## config.mk

```make
export PLATFORM = sky130hd
export DESIGN_NAME = tdm_demux4
export DESIGN_NICKNAME = d
export VERILOG_FILES = /design/src/rtl/tdm_demux4.sv
export SDC_FILE = /design/constraint.sdc
export NUM_CORES = 1
export LEC_CHECK = 0
export ABC_AREA = 1
export BUFFER_PORTS_ARGS = -buffer_cell sky130_fd_sc_hd__clkbuf_2
export CORE_AREA = 2 2 39 41
export CTS_BUF_LIST = sky130_fd_sc_hd__clkbuf_4
export CTS_CLUSTER_SIZE = 28
export DETAILED_ROUTE_END_ITERATION = 6
export DIE_AREA = 0 0 41 43
export HOLD_SLACK_MARGIN = 0.15
export MAX_ROUTING_LAYER = met4
export PLACE_DENSITY = 0.84
export SYNTH_ARGS = -nofsm -noshare
export SYNTH_HDL_FRONTEND = slang
export SYNTH_SLANG_ARGS = --single-unit
```

## constraint.sdc

```tcl
create_clock -name clk -period 2.05 [get_ports clk]
set_input_delay 0.5125 -clock clk [delete_from_list [all_inputs] [get_ports clk]]
set_output_delay 0.5125 -clock clk [all_outputs]
set_load 0.02 [all_outputs]
```

## src/rtl/tdm_demux4.sv

```systemverilog
`default_nettype none
// ============================================================================
//  Module   : tdm_demux4
//  Purpose  : Receive-side 1:4 time-division demultiplexer. Locks onto a
//             4-slot frame marked by `sync` on slot 0, collects slots in
//             shadow registers and publishes all four channels atomically
//             once per complete frame.
//  Ports    : clk, rst_n        - clock / async active-low reset
//             en, sync, d       - slot strobe, slot-0 marker, slot data
//             err_clr           - synchronous clear of sync_err
//             o0..o3            - registered channel outputs
//             s                 - next expected slot index (upstream s1,s0)
//             frame_valid       - one-cycle pulse with new o0..o3
//             locked, sync_err  - lock status, sticky framing error
//  Revision : 1.0 - initial release
// ============================================================================
module tdm_demux4 #(
    parameter int WIDTH = 1
) (
    input  logic             clk,
    input  logic             rst_n,
    input  logic             en,
    input  logic             sync,
    input  logic [WIDTH-1:0] d,
    input  logic             err_clr,
    output logic [WIDTH-1:0] o0,
    output logic [WIDTH-1:0] o1,
    output logic [WIDTH-1:0] o2,
    output logic [WIDTH-1:0] o3,
    output logic [1:0]       s,
    output logic             frame_valid,
    output logic             locked,
    output logic             sync_err
);

    typedef enum logic [0:0] {
        ST_HUNT   = 1'b0,
        ST_LOCKED = 1'b1
    } state_t;

    state_t           state_q;
    logic [1:0]       cnt_q;
    logic [1:0]       cnt_d;
    logic [WIDTH-1:0] sh0_q, sh1_q, sh2_q;
    logic [WIDTH-1:0] o0_q, o1_q, o2_q, o3_q;
    logic             fv_q;
    logic             locked_q;
    logic             err_q;

    // Slot counter wraps naturally from 3 back to 0 at frame end.
    assign cnt_d = cnt_q + 2'd1;

    always_ff @(posedge clk or negedge rst_n) begin
        if (!rst_n) begin
            state_q  <= ST_HUNT;
            cnt_q    <= 2'd0;
            sh0_q    <= '0;
            sh1_q    <= '0;
            sh2_q    <= '0;
            o0_q     <= '0;
            o1_q     <= '0;
            o2_q     <= '0;
            o3_q     <= '0;
            fv_q     <= 1'b0;
            locked_q <= 1'b0;
            err_q    <= 1'b0;
        end else begin
            fv_q <= 1'b0;
            // Clear first so that a framing error on the same edge overrides it.
            if (err_clr) begin
                err_q <= 1'b0;
            end
            if (en) begin
                case (state_q)
                    ST_HUNT: begin
                        if (sync) begin
                            sh0_q    <= d;
                            cnt_q    <= 2'd1;
                            state_q  <= ST_LOCKED;
                            locked_q <= 1'b1;
                        end
                    end
                    ST_LOCKED: begin
                        if (sync && (cnt_q != 2'd0)) begin
                            // Early sync: drop the partial frame, restart at slot 0.
                            err_q <= 1'b1;
                            sh0_q <= d;
                            cnt_q <= 2'd1;
                        end else if (!sync && (cnt_q == 2'd0)) begin
                            // Missing sync: frame alignment lost, go hunting.
                            err_q    <= 1'b1;
                            cnt_q    <= 2'd0;
                            state_q  <= ST_HUNT;
                            locked_q <= 1'b0;
                        end else begin
                            cnt_q <= cnt_d;
                            case (cnt_q)
                                2'd0: sh0_q <= d;
                                2'd1: sh1_q <= d;
                                2'd2: sh2_q <= d;
                                default: begin
                                    // Last slot bypasses the shadows so all four
                                    // channels change on one edge.
                                    o0_q <= sh0_q;
                                    o1_q <= sh1_q;
                                    o2_q <= sh2_q;
                                    o3_q <= d;
                                    fv_q <= 1'b1;
                                end
                            endcase
                        end
                    end
                    default: begin
                        state_q  <= ST_HUNT;
                        cnt_q    <= 2'd0;
                        locked_q <= 1'b0;
                    end
                endcase
            end
        end
    end

    assign o0          = o0_q;
    assign o1          = o1_q;
    assign o2          = o2_q;
    assign o3          = o3_q;
    assign s           = cnt_q;
    assign frame_valid = fv_q;
    assign locked      = locked_q;
    assign sync_err    = err_q;

endmodule
`default_nettype wire

```

After elaboration in Yosys (flattened, before gate mapping)
Cells that the tools add are included.
Widths: inputs -> output; s select.
{ "word_totals": {"out_inout_bits": 9, "elab_cells": 63, "in_bits": 6, "ff_bits": 13} }
{ "op_classes": {"reduce_logical": 12, "mux": 27, "addsub": 1, "n_eq_ne": 7, "n_bitwise": 4} }
{ "ops": {"columns": ["operator", "n"], "rows": [
  ["$mux 1", 20],
  ["$reduce_and 5->1", 3],
  ["$reduce_and 4->1", 2],
  ["$mux 2", 3],
  ["$pmux 1 s2", 3],
  ["$ne 2x2->1 const B", 2],
  ["$not 1->1", 4],
  ["$pmux 2 s2", 1],
  ["$ne 3x1->1 const B", 1],
  ["$ne 3x3->1 const B", 1],
  ["$reduce_or 3->1", 1],
  ["$add 2x1->2 const B", 1],
  ["$eq 2x1->1 const B", 1],
  ["$eq 2x2->1 const B", 1],
  ["$logic_and 1x1->1", 2],
  ["$logic_not 2->1", 1],
  ["$ne 2x1->1 const B", 1],
  ["$reduce_and 2->1", 1],
  ["$reduce_bool 2->1", 1],
  ["$logic_not 1->1", 1]
]} }

Longest topological paths before layout
Gate-level depths: netlist of run 1.
{ "depth": {"word_depth": 7, "mapped_depth": 8, "depth_no_buf": 8} }

Least setup slack after synthesis of run 1
Ideal clock, no wire load.
{ "synth_path": {"path_kind": "reg-to-reg", "start": "reg cnt_q[0] (netlist: s[0])", "end": "reg o0_q (netlist: o0)", "slack_ns": 0.520, "stages_incl_launch_ff": 9, "t_required_ns": 1.933, "period_less_slack_ns": 1.530, "arrival_ns": 1.413, "n_path_buf": 0, "setup_time_ns": 0.117, "cell_sequence": "dfrtp_1 > inv_1 > ha_1 > inv_1 > ha_1 > nor2_8 > nand3_4 > nand2_1 > nand2_1"} }
{ "synth_via": {"elab_chain_cells": 4, "word_cells_on_any_way": 11, "classes_between": "eq/ne: 2; bitwise: 3; reduce/logical: 6"} }
{ "synth_lines": {"columns": ["element", "line_no", "rtl"], "rows": [
  ["start: declaration", "42", "logic [1:0] cnt_q;"],
  ["start signal: assignment", "96", "cnt_q <= cnt_d;"],
  ["$eq 2x2->1, or another cell as far along", "97", "case (cnt_q)"],
  ["$reduce_or 3->1 (no source line), or another cell as far along", null, null],
  ["$not 1->1 (no source line)", null, null],
  ["$reduce_and 5->1 (no source line) *", null, null],
  ["end signal: assignment", "104", "o0_q <= sh0_q;"],
  ["end: declaration", "45", "logic [WIDTH-1:0] o0_q, o1_q, o2_q, o3_q;"]
]} }
Mark *: on every way between the ends. The rest lies on a longest branch, timed or not.
A chain may end at the register's enable or synchronous reset.

Worst setup path in the final report of run 1
{ "layout_path": {"start": "reg cnt_q[0] (netlist: s[0])", "end": "reg o2_q (netlist: o2)"} }
{ "layout_via": {"elab_chain_cells": 4, "word_cells_on_any_way": 11, "classes_between": "eq/ne: 2; bitwise: 3; reduce/logical: 6"} }
{ "layout_lines": {"columns": ["element", "line_no", "rtl"], "rows": [
  ["$eq 2x2->1, or another cell as far along", "97", null],
  ["$reduce_or 3->1 (no source line), or another cell as far along", null, null],
  ["$not 1->1 (no source line)", null, null],
  ["$reduce_and 5->1 (no source line) *", null, null],
  ["end signal: assignment", "106", "o2_q <= sh2_q;"],
  ["end: declaration", "45", null]
]} }
Marks and branches as above.

==> impl_summary.txt, run 1 <==
----------------------------------------------------
[Status]
  Status ... finished clean

[Detailed routing]
  Post-DRT Antenna Nets ... 0
  Average vias per placed instance ... approximately 5
  Final Routed Wirelength ... roughly 1300 um
  Number of violations reported at the end of detailed-routing iteration 0 ... 10
  TritonRoute pass-1 iters ... 4
  Total number of vias ... 559
  Number of remaining DRC errors ... 0
  Wire per inst ... between 10 and 15 um

[Final layout]
  Ratio of cells with drive above 1 in the final layout ... 22.92%
  Area growth from synthesis to layout ... 17.15%
  Post-route cell area ... roughly 810 um2
  # nets final ... 110
  Post-route non-filler standard cell count ... ~110
  Most frequent standard cell in the layout excluding fill and tap cells ... nand2_1
  Diodes inserted ... 0
  Leading cell types in the layout, fill and taps excluded ... nand2_1, clkbuf_2, dfrtp_1, inv_1, ha_1

[Placement]
  Placed inst area ... approximately 770 um2
  Cell count after placement ... roughly 110
  HPWL after detailed placement ... roughly 970 um
  Port Buffer Count ... 14
  Routability-driven placement congestion ratio ... between 0.8 and 0.9

[Worst setup path]
  Setup Crit Path Kind ... reg2reg
  Critical Path RT ... between 2000 and 2500 ps
  Critical path launch point type ... flip-flop
  Data arrival time at the worst-slack endpoint ... approximately 1700 ps
  Start of the worst register-to-register path ... s[0]
  Critical path capture point type ... flip-flop
  Critical Path Source ... s[0]
  Worst-path fanout max ... 7

[Floorplanning]
  Die height ... around 43 um
  Number of I/O pins ... 15
  Starting density of the core ... ~50%
  Placement row count ... 14
  CORE AREA ... approximately 1400 um2
  Total Die Area ... approximately 1800 um2
  X dimension of the die ... 41 um

[Synth]
  Gate count of the mapped netlist ... between 70 and 80
  Post-synth design cell area ... a little under 700 um2
  Sequential cell area fraction in the yosys report ... between 40% and 50%
  Number of flip-flops and latches in the synthesized netlist ... 13
  Mean cell area of the mapped netlist ... 8.887 um2
  Yosys warnings ... 0
  Mapped Nets ... between 90 and 100
  Count of distinct cell types in the synthesized netlist ... 13

[GRT]
  Number of antenna violations at the first check in global routing ... 0
  Pin count of the biggest net entering global routing ... 14
  Via count of the first global-routing pass ... ~580
  Wire length of the first global-routing pass ... 2104 um
  Aggregate global-route resource usage ... 17.81%
  Aggregate global routing overflow ... 0

[Timing]
  Final max-slew violation count ... 0
  Clk_skew ... approximately 6.8 ps
  Final setup violation count ... 0
  Share of the clock period used by the worst path after layout ... between 70% and 80%
  Unrepaired setup endpoints after global routing ... no
  Final number of hold-violating endpoints ... 0
  Final period demand of the worst path ... between 1500 and 2000 ps
  Highest achievable clock rate ... around 0.64 GHz
  Max transition margin ... just under 80%
  Final TNS setup ... 0 ps
  Worst slew pin tran ... around 320 ps

[Min path]
  Hold Path Origin ... err_clr
  Worst Hold Class ... in2reg

[CTS]
  Buffers inserted by post-CTS timing repair ... 0
  Clock sink count ... 13
  Register clock-pin slew on the reported worst setup and hold paths ... roughly 80 ps
  Clock Latency Late Sink ... approximately 270 ps
  TritonCTS buffer count ... 3
  Root buffer cell ... clkbuf_4
  H-tree levels ... 1
  CTS Buffer Depth ... 2
  Clock tree from TritonCTS ... yes

[Power]
  Static leakage ... roughly 0.00047 uW
  Total power per unit cell area ... roughly 1400 nW/um2
  Maximum resistive drop on vdd ... 0.0006760 V

[Job]
  Max-cap violations ... 0

----------------------------------------------------
[through the flow]
step | power, uW | hold slack, ps | setup slack, ps | util [%]
6_report | 1118 | 417.6 | 486.0 | 58.68
2_1_floorplan | 806.5 | 216.9 | 519.7 | -
3_3_place_gp | 931.7 | 417.0 | 571.8 | 55.79
5_1_grt | 1221 | 411.9 | 357.5 | 58.68
4_1_cts | 1124 | 420.1 | 468.8 | 58.68
3_5_place_dp | 954.2 | 418.3 | 512.3 | 55.79
[cells in the mapped netlist]
| cell type | count | share of area, % |
|---|---|---|
| inv_2 | 2 | 1.1 |
| ha_1 | 7 | 13 |
| o21ai_1 | 2 | 1.4 |
| o21ai_0 | 2 | 1.4 |
| nor2_1 | 1 | 0.54 |
| nand3_4 | 1 | 2.5 |
| dfrtp_1 | 13 | 47 |
| nand2_1 | 28 | 15 |
| nand4_1 | 6 | 5.4 |
| inv_1 | 10 | 5.4 |
| nand3_1 | 4 | 2.9 |
| nor2_8 | 1 | 2.9 |
| buf_6 | 1 | 1.6 |
[what timing repair did]
action / in CTS / in global routing
resized for setup: 0 / 0
hold buffers: 1 / 0
hold endpoints to repair: 13 / 0
[logic make-up after synthesis]
family / Yosys count / share of synthesized area [%]
simple gates: 41 / 29.42
fa+ha+maj: 7 / 12.63
buf+inv: 13 / 8.124
compound gates: 4 / 2.888
flops: 13 / 46.93
[final timing paths]
check	to	slack, ps	cells after the start
worst max-delay path	o2	490	8
worst min-delay path	sync_err	420	2
worst max register to register	o2	490	8
worst min register to register	sh1_q	480	2
max in group asynchronous	o1	1150	2
min in group asynchronous	locked	660	2
[power breakdown]
group	switching, uW	leakage, uW	internal [uW]
combinational	338	0.000294	180
clock	81.4	0.0000184	88.4
sequential	72.4	0.000163	358
total	492	0.000475	626
[registers in the layout, indices dropped and copies added, names as in the netlist]
register / count
sh1_q: 1
state_q: 1
o1: 1
sh2_q: 1
o2: 1
o0: 1
s: 2
sync_err: 1
o3: 1
frame_valid: 1
locked: 1
sh0_q: 1
[worst max-delay path, cell delays in order, from the launching register on]
cell and delay, ps:
dfrtp_1 440, inv_1 100, ha_1 190, inv_1 50
ha_1 260, nor2_8 180, nand3_4 100, nand2_1 80
nand2_1 50
[routing by layer]
metal / up-vias / global-route usage [%] / wire length (um)
li1: 287 / - / -
met1: 250 / 18.06 / 572
met2: 16 / 30.00 / 609
met3: 6 / 3.141 / 46
met4: 0 / 10.00 / 36
met5: - / - / 0
[final cells by class]
class / instances / area, um2
clock buffer: 4 / 30.03
fill: 119 / 571.8
inverter: 12 / 45.04
multi-input combinational: 52 / 311.5
sequential: 13 / 325.3
tap: 16 / 20.02
timing repair buffer: 15 / 80.08
Note: power is estimated with default switching activity, not from simulation.
==> run 2, diff against run 1 <==
- CORE_AREA: 2 2 39 41 -> unset
- CORE_MARGIN: unset -> 2
- CORE_UTILIZATION: unset -> 49
- DIE_AREA: 0 0 41 43 -> unset
- PLACE_DENSITY: 0.84 -> 0.83
- clock period: 2.05 -> 1.4 ns (I/O delays scaled with it)
==> impl_summary.txt, run 2 (same netlist as run 1, synthesis figures left out) <==
----------------------------------------------------
[Status]
  Status ... finished clean

[Final layout]
  Ratio of cells with drive above 1 in the final layout ... 35.64%
  Diodes inserted ... 0
  Max reg flops ... 2
  Post-route core utilization ... 68.38%
  Leading cell types in the layout, fill and taps excluded ... nand2_1, clkbuf_2, dfrtp_1, inv_1, nand4_1
  Most frequent standard cell in the layout excluding fill and tap cells ... nand2_1
  Area growth from synthesis to layout ... 29.96%
  Post-route non-filler standard cell count ... 116
  # nets final ... approximately 120

[Timing]
  Final Hold Slack ... 228.9 ps
  Final setup violation count ... 0
  Final number of hold-violating endpoints ... 0
  Final max-slew violation count ... 0
  Final TNS setup ... 0 ps
  Max transition margin ... approximately four fifths
  Worst slew pin tran ... 312.7 ps
  Highest achievable clock rate ... around 0.74 GHz
  Share of the clock period used by the worst path after layout ... 96.32%
  Clk_skew ... slightly below 9 ps
  Unrepaired setup endpoints after global routing ... no
  Final period demand of the worst path ... between 1000 and 1500 ps

[GRT]
  Number of antenna violations at the first check in global routing ... 0
  Wire length of the first global-routing pass ... approximately 2500 um
  Via count of the first global-routing pass ... 591
  Aggregate global routing overflow ... 0
  Aggregate global-route resource usage ... between 10% and 20%
  Pin count of the biggest net entering global routing ... 14

[Floorplanning]
  CORE AREA ... ~1300 um2
  Number of I/O pins ... 15
  Placement row count ... 13
  X dimension of the die ... about 42 um
  Starting density of the core ... a little over half
  Total Die Area ... about 1700 um2
  Die height ... roughly 42 um

[CTS]
  Clock sink count ... 13
  Register clock-pin slew on the reported worst setup and hold paths ... 80 ps
  Clock Latency Late Sink ... 280 ps
  CTS Buffer Depth ... 2
  H-tree levels ... 1
  TritonCTS buffer count ... 3
  Clock tree from TritonCTS ... yes
  Root buffer cell ... clkbuf_4

[Min path]
  Worst Hold Path Cells ... 2
  Worst Hold Class ... in2reg

[Detailed routing]
  Average vias per placed instance ... a little under 5
  Number of violations reported at the end of detailed-routing iteration 0 ... 9
  Wire per inst ... about 12 um
  Post-DRT Antenna Nets ... 0
  TritonRoute pass-1 iters ... 4
  Total number of vias ... about 580
  Final Routed Wirelength ... around 1400 um
  Number of remaining DRC errors ... 0

[Worst setup path]
  Master of the slowest instance on the critical path ... dfrtp_2
  Worst Reg-to-Reg Cells ... 8
  Critical path capture point type ... primary output
  Worst-path fanout max ... 5
  Setup Crit Path Kind ... reg2out
  Critical Path RT ... between 1000 and 1500 ps
  Critical path launch point type ... flip-flop
  Data arrival time at the worst-slack endpoint ... 1000 ps
  Cells along the critical path ... buf_4 -> clkbuf_2
  Max stage delay on crit path ... between 400 and 500 ps

[Power]
  Maximum resistive drop on vdd ... 0.001180 V
  Total power per unit cell area ... about 2100 nW/um2
  Static leakage ... just under 0.0005 uW
  Overall power after layout ... ~1900 uW

[Placement]
  Port Buffer Count ... 14
  Cell count after placement ... between 100 and 150
  Routability-driven placement congestion ratio ... roughly 0.77
  HPWL after detailed placement ... roughly 1000 um

[Job]
  Max-cap violations ... 0

----------------------------------------------------
-- run 2: changes by cell type in the layout (fill, tap and decap cells not counted), sizes merged --
cell  previous run  this run
buf              0         5
-- run 2: layout make-up --
cell class / instances / area (um2)
clock buffers: 4 / 30.03
multi-input cells: 52 / 361.6
repair buffers: 20 / 117.6
fillers: 108 / 416.7
flip-flops and latches: 13 / 327.8
well taps: 15 / 18.77
inverters: 12 / 45.04
-- run 2: per-layer routing --
layer  up-vias  routed length (um)  track usage (%)
met5         -                   0                -
li1        295                   -                -
met2        13                 659            32.81
met1       264                 624            23.18
met3         5                  48            3.913
met4         0                  34            7.742
-- run 2: per-stage QoR --
stage,setup WS (ps),instance area (um2)
6_report,51.55,900.9
5_1_grt,6.358,900.9
4_1_cts,4.099,858.3
3_5_place_dp,9.340,793.3
3_3_place_gp,65.79,793.3
2_1_floorplan,9.661,700.7
-- run 2: final timing paths --
kind	to	slack, ps	startpoint
max in group asynchronous	s[0]	660	rst_n
min in group asynchronous	sync_err	480	rst_n
worst min register to register	locked	480	locked
worst min-delay path	sync_err	230	err_clr
worst max register to register	o2	80	s[1]
worst max-delay path	s[0]	50	s[0]
-- run 2: what timing repair did --
item | in CTS | in global routing
hold buffers | 1 | 0
hold endpoints to repair | 13 | 0
pin swaps | 2 | 2
setup buffers | 2 | 1
endpoints found under the setup margin | 4 | 8
gates resized for setup | 2 | 5
-- run 2: power by group --
part | switching (uW) | total [uW] | internal (uW)
clock network | 124 | 254 | 130
logic | 593 | 1010 | 418
registers | 86.0 | 614 | 528
total | 804 | 1880 | 1080
-- run 2: critical path: cells and delay by family (launching register included) --
kind | cells | cell delay (ps)
flops | 1 | 410
buf+inv | 2 | 300
